### config.mk
export PLATFORM = sky130hd
export DESIGN_NAME = timer_alarm_ctrl
export DESIGN_NICKNAME = d
export VERILOG_FILES = /design/src/rtl/timer_alarm_ctrl.sv
export SDC_FILE = /design/constraint.sdc
export NUM_CORES = 2
export LEC_CHECK = 0
export BUFFER_PORTS_ARGS = -buffer_cell sky130_fd_sc_hd__buf_2
export CAP_MARGIN = 5
export CORE_MARGIN = 1
export CORE_UTILIZATION = 55
export CTS_BUF_LIST = sky130_fd_sc_hd__clkbuf_2 sky130_fd_sc_hd__clkbuf_4 sky130_fd_sc_hd__clkbuf_8
export CTS_CLUSTER_DIAMETER = 80
export DETAILED_ROUTE_END_ITERATION = 10
export HOLD_SLACK_MARGIN = 0.03
export PLACE_DENSITY = 0.75
export SLEW_MARGIN = 20
export SYNTH_ARGS = -nofsm -noshare
export SYNTH_HDL_FRONTEND = slang
export SYNTH_SLANG_ARGS = --single-unit
### constraint.sdc
create_clock -name clk -period 5.2 [get_ports clk]
set_input_delay 1.04 -clock clk [delete_from_list [all_inputs] [get_ports clk]]
set_output_delay 1.04 -clock clk [all_outputs]
set_load 0.03 [all_outputs]
### src/rtl/timer_alarm_ctrl.sv
// ============================================================================
// timer_alarm_ctrl : round-robin 64-bit alarm scheduler with masked irq
// Revision: 1.0
// ============================================================================
`default_nettype none

module timer_alarm_ctrl #(
  parameter int NUM_ALARMS = 4
) (
  input  logic        clk,
  input  logic        rst_n,
  input  logic [7:0]  address,
  input  logic [31:0] write_data,
  output logic [31:0] read_data,
  input  logic        we,
  input  logic        re,
  input  logic [63:0] time_us,
  output logic        irq
);

  localparam int IDX_W = (NUM_ALARMS > 1) ? $clog2(NUM_ALARMS) : 1;

  localparam logic [7:0] ADDR_STATUS   = 8'h80;
  localparam logic [7:0] ADDR_IRQ_MASK = 8'h84;
  localparam logic [7:0] ADDR_SCAN_IDX = 8'h88;

  localparam logic [1:0] REG_CMP_L  = 2'd0;
  localparam logic [1:0] REG_CMP_H  = 2'd1;
  localparam logic [1:0] REG_PERIOD = 2'd2;
  localparam logic [1:0] REG_CTRL   = 2'd3;

  logic [63:0]           cmp_q    [NUM_ALARMS];
  logic [63:0]           cmp_d    [NUM_ALARMS];
  logic [31:0]           period_q [NUM_ALARMS];
  logic [31:0]           period_d [NUM_ALARMS];
  logic [NUM_ALARMS-1:0] en_q, en_d;
  logic [NUM_ALARMS-1:0] periodic_q, periodic_d;
  logic [NUM_ALARMS-1:0] pending_q, pending_d;
  logic [NUM_ALARMS-1:0] mask_q, mask_d;
  logic [IDX_W-1:0]      idx_q, idx_d;
  logic                  irq_q, irq_d;

  logic                  slot_space;
  logic [2:0]            slot_num;
  logic [1:0]            reg_sel;
  logic [NUM_ALARMS-1:0] slot_wr;
  logic [NUM_ALARMS-1:0] hit;

  // Reads are side-effect free, so the read strobe carries no information.
  logic unused_re;
  assign unused_re = re;

  always_comb begin
    slot_num   = address[6:4];
    reg_sel    = address[3:2];
    slot_space = !address[7] && (address[1:0] == 2'b00) &&
                 (int'(slot_num) < NUM_ALARMS);
    for (int n = 0; n < NUM_ALARMS; n++) begin
      slot_wr[n] = we && slot_space && (slot_num == 3'(n));
    end
  end

  // A bus write to the scanned slot suppresses its hit for this pass.
  always_comb begin
    for (int n = 0; n < NUM_ALARMS; n++) begin
      hit[n] = (idx_q == IDX_W'(n)) && en_q[n] &&
               (time_us >= cmp_q[n]) && !slot_wr[n];
    end
  end

  always_comb begin
    for (int n = 0; n < NUM_ALARMS; n++) begin
      cmp_d[n]      = cmp_q[n];
      period_d[n]   = period_q[n];
      en_d[n]       = en_q[n];
      periodic_d[n] = periodic_q[n];

      if (hit[n]) begin
        if (periodic_q[n] && (period_q[n] != 32'd0)) begin
          cmp_d[n] = cmp_q[n] + {32'd0, period_q[n]};
        end else begin
          en_d[n] = 1'b0;
        end
      end

      if (slot_wr[n]) begin
        case (reg_sel)
          REG_CMP_L:  cmp_d[n][31:0]  = write_data;
          REG_CMP_H:  cmp_d[n][63:32] = write_data;
          REG_PERIOD: period_d[n]     = write_data;
          REG_CTRL: begin
            en_d[n]       = write_data[0];
            periodic_d[n] = write_data[1];
          end
          default: ;
        endcase
      end
    end

    // Set beats a same-cycle write-one-to-clear.
    pending_d = pending_q;
    if (we && (address == ADDR_STATUS)) begin
      pending_d = pending_q & ~write_data[NUM_ALARMS-1:0];
    end
    pending_d = pending_d | hit;

    mask_d = mask_q;
    if (we && (address == ADDR_IRQ_MASK)) begin
      mask_d = write_data[NUM_ALARMS-1:0];
    end

    if (idx_q == IDX_W'(NUM_ALARMS - 1)) begin
      idx_d = '0;
    end else begin
      idx_d = idx_q + IDX_W'(1);
    end

    irq_d = |(pending_q & mask_q);
  end

  always_ff @(posedge clk or negedge rst_n) begin
    if (!rst_n) begin
      for (int n = 0; n < NUM_ALARMS; n++) begin
        cmp_q[n]    <= '0;
        period_q[n] <= '0;
      end
      en_q       <= '0;
      periodic_q <= '0;
      pending_q  <= '0;
      mask_q     <= '0;
      idx_q      <= '0;
      irq_q      <= 1'b0;
    end else begin
      for (int n = 0; n < NUM_ALARMS; n++) begin
        cmp_q[n]    <= cmp_d[n];
        period_q[n] <= period_d[n];
      end
      en_q       <= en_d;
      periodic_q <= periodic_d;
      pending_q  <= pending_d;
      mask_q     <= mask_d;
      idx_q      <= idx_d;
      irq_q      <= irq_d;
    end
  end

  assign irq = irq_q;

  always_comb begin
    read_data = '0;
    if (slot_space) begin
      for (int n = 0; n < NUM_ALARMS; n++) begin
        if (slot_num == 3'(n)) begin
          case (reg_sel)
            REG_CMP_L:  read_data = cmp_q[n][31:0];
            REG_CMP_H:  read_data = cmp_q[n][63:32];
            REG_PERIOD: read_data = period_q[n];
            REG_CTRL:   read_data = {30'd0, periodic_q[n], en_q[n]};
            default:    read_data = '0;
          endcase
        end
      end
    end else begin
      case (address)
        ADDR_STATUS:   read_data = 32'(pending_q);
        ADDR_IRQ_MASK: read_data = 32'(mask_q);
        ADDR_SCAN_IDX: read_data = 32'(idx_q);
        default:       read_data = '0;
      endcase
    end
  end

endmodule

`default_nettype wire

# [Word level (Yosys, flattened, before mapping)]
# Index checks and enable logic that the tools add are counted.
[totals] reg_bits=403 elab_cells=138
[op_classes] bitwise=4 muxes=48 add_sub_neg=5 reduce_logical=47 magnitude_cmp=5 n_eq_ne=12
[ops] op="$mux 64" count=12
[ops] op="$pmux 32 s4" count=4
[ops] op="$mux 32" count=13
[ops] op="$add 64x32->64" count=4
[ops] op="$ge 64x64->1" count=4
[ops] op="$reduce_bool 32->1" count=4
[ops] op="$logic_and 1x1->1" count=25
[ops] op="$eq 8x8->1 const B" count=3
[ops] op="$mux 1" count=16
[ops] op="$reduce_and 2->1" count=8
[ops] op="$pmux 4 s3" count=1
[ops] op="$and 4x4->4" count=2
[ops] op="$eq 2x2->1 const B" count=4
[ops] op="$eq 3x2->1 const B" count=2
[ops] op="$logic_not 2->1" count=3
[ops] op="$logic_not 1->1" count=5
[ops] op="$eq 2x1->1 const B" count=2
[ops] op="$mux 4" count=1
[ops] op="$not 4->4" count=1
[ops] op="$or 4x4->4" count=1
[ops] op="$reduce_or 4->1" count=1
[ops] op="$eq 3x1->1 const B" count=1
[ops] op="$logic_not 3->1" count=1
[ops] op="$lt 3x3->1 const B" count=1
[ops] op="other kinds (2)" count=2

# [Depth between registers and ports, before layout]
[logic_depth] depth_word=10 mapped_depth=15 mapped_depth_nobuf=13

# [Least setup slack after synthesis]
# Ideal clock, no wire load.
[synth_path] path_kind="input to output" startpoint="input address[3]" endpoint="output read_data[15]" required_ps=4160 setup_slack_ps=-20 path_stages=8 t_arrival_ps=4180 path_cell_list="clkbuf_1 -> clkbuf_1 -> buf_1 -> clkbuf_1 -> nand2_1 -> o21ai_0 -> nand2_1 -> a2111oi_0"
[synth_via] elab_chain_cells=7 word_cells_on_any_way=13 classes_between="eq/ne: 3; mux: 9; reduce/logical: 1"
[synth_lines] element="start, declared" line="12" text="input logic [7:0] address,"
[synth_lines] element="$eq 2x2->1, or another cell as far along" line="154" text="case (reg_sel)"
[synth_lines] element="$pmux 32 s4" line="154"
[synth_lines] element="$mux 32 (3 in series)" line="153" text="if (slot_num == 3'(n)) begin"
[synth_lines] element="$mux 32 *" line="153"
[synth_lines] element="$mux 32 *" line="151" text="if (slot_space) begin"
[synth_lines] element="end, declared" line="14" text="output logic [31:0] read_data,"
# Every way passes the cells marked *; elsewhere a longest branch is shown, timed or not.

# [Worst setup path after layout]
[layout_path] startpoint="input address[2]" endpoint="output read_data[16]"
# The elaborated chain is that of the path after synthesis.

==> results.sh <==
export IMPL_area_delta_synth_final_pct=10.5
export IMPL_cp_start_kind="primary input"
export IMPL_clkLatencyLatePin_ns=0.73
export IMPL_slowest_stage="a2111oi_0"
export IMPL_boundaryPins=141
export IMPL_utilization_pct=61.4
export IMPL_fin_crit_ns=4.92
export IMPL_required_ns=4.16
export IMPL_fin_tns_setup_ns=0
export IMPL_cp_max_fo=26
export IMPL_worst_pin_slew_ns=1.12
export IMPL_hold_violations=0
export IMPL_grt_overflow_total=0
export IMPL_path_common_cell="buf_4"
export IMPL_clkPwrFrac_pct=42.8
export IMPL_synth_area_um2=35000
export IMPL_max_slew_margin_pct=23.5
export IMPL_route_detailed_drc=0
export IMPL_wl_per_cell_um=27.1
export IMPL_r2r_start="period_q[3]"
export IMPL_netlist_cell_type_count=81
export IMPL_cts_hold_buf=0
export IMPL_r2r_end="cmp_q[37]"
export IMPL_reg2reg_slack_ns=0.55
export IMPL_dp_slack_ns=0.442
export IMPL_max_freq_mhz=203
export IMPL_drive_above_1_share_pct=12.5
export IMPL_max_cap_violations=0
export IMPL_synth_seq_area_share_pct=28.8
export IMPL_synthCells=4241
export IMPL_fp_dieW_um=254
export IMPL_status="completed"
export IMPL_cts_buffers=81
export IMPL_reg2reg_depth=12
export IMPL_hold_path_class="in2async"
export IMPL_ys_flop_type="dfrtp_1"
export IMPL_switchingPower_mw=2.97
export IMPL_ys_warn_count=0
export IMPL_cts_tree="yes"
export IMPL_setup_viol=0
export IMPL_p_seq_share_pct=38.1
export IMPL_synth_edf_count=0
export IMPL_layout_commonest_cell="a21oi_1"
export IMPL_async_flop_share_pct=100
export IMPL_first_iter_violations=4159
export IMPL_fin_crit_sh_pct=94.7
export IMPL_htree_num_levels=3
export IMPL_nets=4823
export IMPL_post_cts_buffers=0
export IMPL_synth_nets=4741
export IMPL_fin_ws_ns=0.276
export IMPL_grt_pass1_vias=32500
export IMPL_critical_path_class="in2out"
export IMPL_die_height_um=254
export IMPL_avgSynthCellArea_um2=8.25
export IMPL_clkSinkCount=403
export IMPL_grt_total_usage_pct=43.7
export IMPL_start_util_pct=55.5
export IMPL_clock_skew_ns=0.0347
export IMPL_power_leakage_nw=17.7
export IMPL_grt_antenna_before_repair=15
export IMPL_vias=34800
export IMPL_cts_resized=0
export IMPL_rows=92
export IMPL_worstPathArrival_ns=3.88
export IMPL_combPwrFrac_pct=19.2
export IMPL_port_buffers=139
export IMPL_via_per_inst=6.64
export IMPL_critPathMaxStageDelay_ns=0.95
export IMPL_mostFrequentLayoutCells="a21oi_1, nand2_1, dfrtp_1"
export IMPL_gp_congestion=1.04
export IMPL_internal_power_mw=6.06
export IMPL_dpl_hpwl_mm=107
export IMPL_worstPathCellList="buf_4 > clkinv_1 > nor2_1 > buf_4 > a221o_1 > a21oi_1 > a2111oi_0 > buf_2"
export IMPL_rsz0062_at_grt="false"
export IMPL_die_area_um2=64600
export IMPL_path_clk_slew_ns=0.05
export IMPL_cts_max_path_buffers=3
export IMPL_wirelength_mm=142
export IMPL_root_buffer="clkbuf_8"
export IMPL_ys_ff_latch=403
export IMPL_finalMaxSlewViolations=0
export IMPL_endpoint_kind="output port"
export IMPL_grt_max_degree=105
export IMPL_grt_first_pass_wirelength_mm=207
export IMPL_core_area_um2=63000
export IMPL_ant_nets=0
export IMPL_ir_drop_uv=191
export IMPL_switching_share_pct=32.9
export IMPL_dr_pass1_iters=7
export IMPL_powerDensity_nw_per_um2=234
==> worst max-delay path by stage <==
stage               startpoint             to  slack (ns)  cells past startpoint
floorplan           address[2]  read_data[23]        0.34                      7
global placement    time_us[0]      cmp_q[97]        0.41                     15
detailed placement  time_us[0]      cmp_q[97]        0.44                     15
CTS                 address[3]  read_data[19]        0.59                      8
global route        address[3]  read_data[23]        0.39                      8
finish              address[2]  read_data[16]        0.28                      8
==> layout make-up <==
type | count | area, um^2
Tap cell | 846 | 1060
Timing Repair Buffer | 226 | 1490
Sequential cell | 403 | 10100
Clock inverter | 25 | 259
Fill cell | 5675 | 24300
Inverter | 305 | 1140
Antenna cell | 8 | 20.0
Clock buffer | 125 | 1610
Multi-Input combinational cell | 3306 | 23000
==> synth_stat cells, types with 5 or more instances <==
cell | count | area [um^2]
nand2b_1 | 18 | 113
clkbuf_1 | 201 | 754
a21oi_1 | 430 | 2150
a211oi_1 | 27 | 203
a2111oi_0 | 22 | 193
o21a_1 | 30 | 225
nand4_1 | 101 | 632
nor2_1 | 298 | 1120
a21o_1 | 104 | 781
and3_1 | 22 | 138
mux2_2 | 130 | 1460
inv_1 | 304 | 1140
nor3_1 | 67 | 335
a31o_2 | 5 | 43.8
o21ai_0 | 317 | 1590
or2_2 | 7 | 43.8
or4_1 | 10 | 75.1
a221oi_1 | 8 | 70.1
ha_1 | 388 | 4850
a22oi_1 | 6 | 45.0
xnor2_1 | 162 | 1420
nor4_1 | 81 | 507
mux2i_1 | 119 | 1190
nor2b_1 | 24 | 150
a41oi_1 | 8 | 70.1
and4_1 | 15 | 131
nand3_1 | 92 | 460
o221ai_1 | 61 | 534
o22ai_1 | 38 | 238
buf_1 | 21 | 78.8
and2_1 | 12 | 75.1
a31oi_1 | 51 | 319
o41ai_1 | 5 | 43.8
nand3b_1 | 5 | 37.5
or3_1 | 28 | 175
dfrtp_1 | 403 | 10100
a221o_1 | 21 | 210
o21bai_1 | 23 | 173
o31ai_1 | 15 | 113
o211ai_1 | 18 | 135
o311ai_0 | 10 | 87.6
xor2_1 | 43 | 377
nand2_1 | 410 | 1540
a211o_1 | 6 | 52.6
o31a_1 | 11 | 96.3
==> metal layers <==
layer  vias to the layer above  wire [um]  track usage, %
met5                         -         84               0
li1                      15600          -               -
met3                       546      16900            12.1
met1                     16500      53500            54.7
met4                        14      10300            28.4
met2                      2101      61100            66.0
==> power groups by stage <==
stage	Combinational, mW	Clock, mW	Sequential [mW]
final	1.73	3.86	3.44
after global routing	1.86	4.00	3.45
after CTS	1.67	3.87	3.43
after floorplan	1.02	0	3.42
after global placement	1.63	0	3.48
after detailed placement	1.66	0	3.48
==> state kept, by name, summed over array words and instances (netlist names) <==
name / count
mask_q: 4
idx_q: 2
periodic_q: 4
period_q: 128
irq: 1
pending_q: 4
cmp_q: 256
en_q: 4
==> cells by family after synthesis <==
kind of cell	after synthesis	share of synthesized area, %
flip-flops	403	28.8
XOR/XNOR	205	5.13
adder cells (fa/ha/maj)	392	14.1
AO/OA/AOI/OAI	1251	22.1
AND/OR/NAND/NOR	1205	16.2
buffers and inverters	532	5.75
multiplexers	253	7.85
==> stage by stage <==
stage                     hold WS, ns  cells  total power [mW]  instance area, um^2
final                           0.395   5244              9.03                38700
after detailed placement        0.493   5085              5.14                36700
after CTS                       0.395   5235              8.97                38600
after global routing            0.435   5237              9.31                38600
after floorplan                 0.465   4241              4.44                35000
after global placement          0.485   5085              5.11                36700
==> worst max-delay path: cells and delay by family <==
kind	cells	cell delay, ns
and+or+nand+nor	1	0.41
buffers and inverters	4	1.13
AOI/OAI and AO/OA	3	1.28
Power figures use the tool's default switching activity.
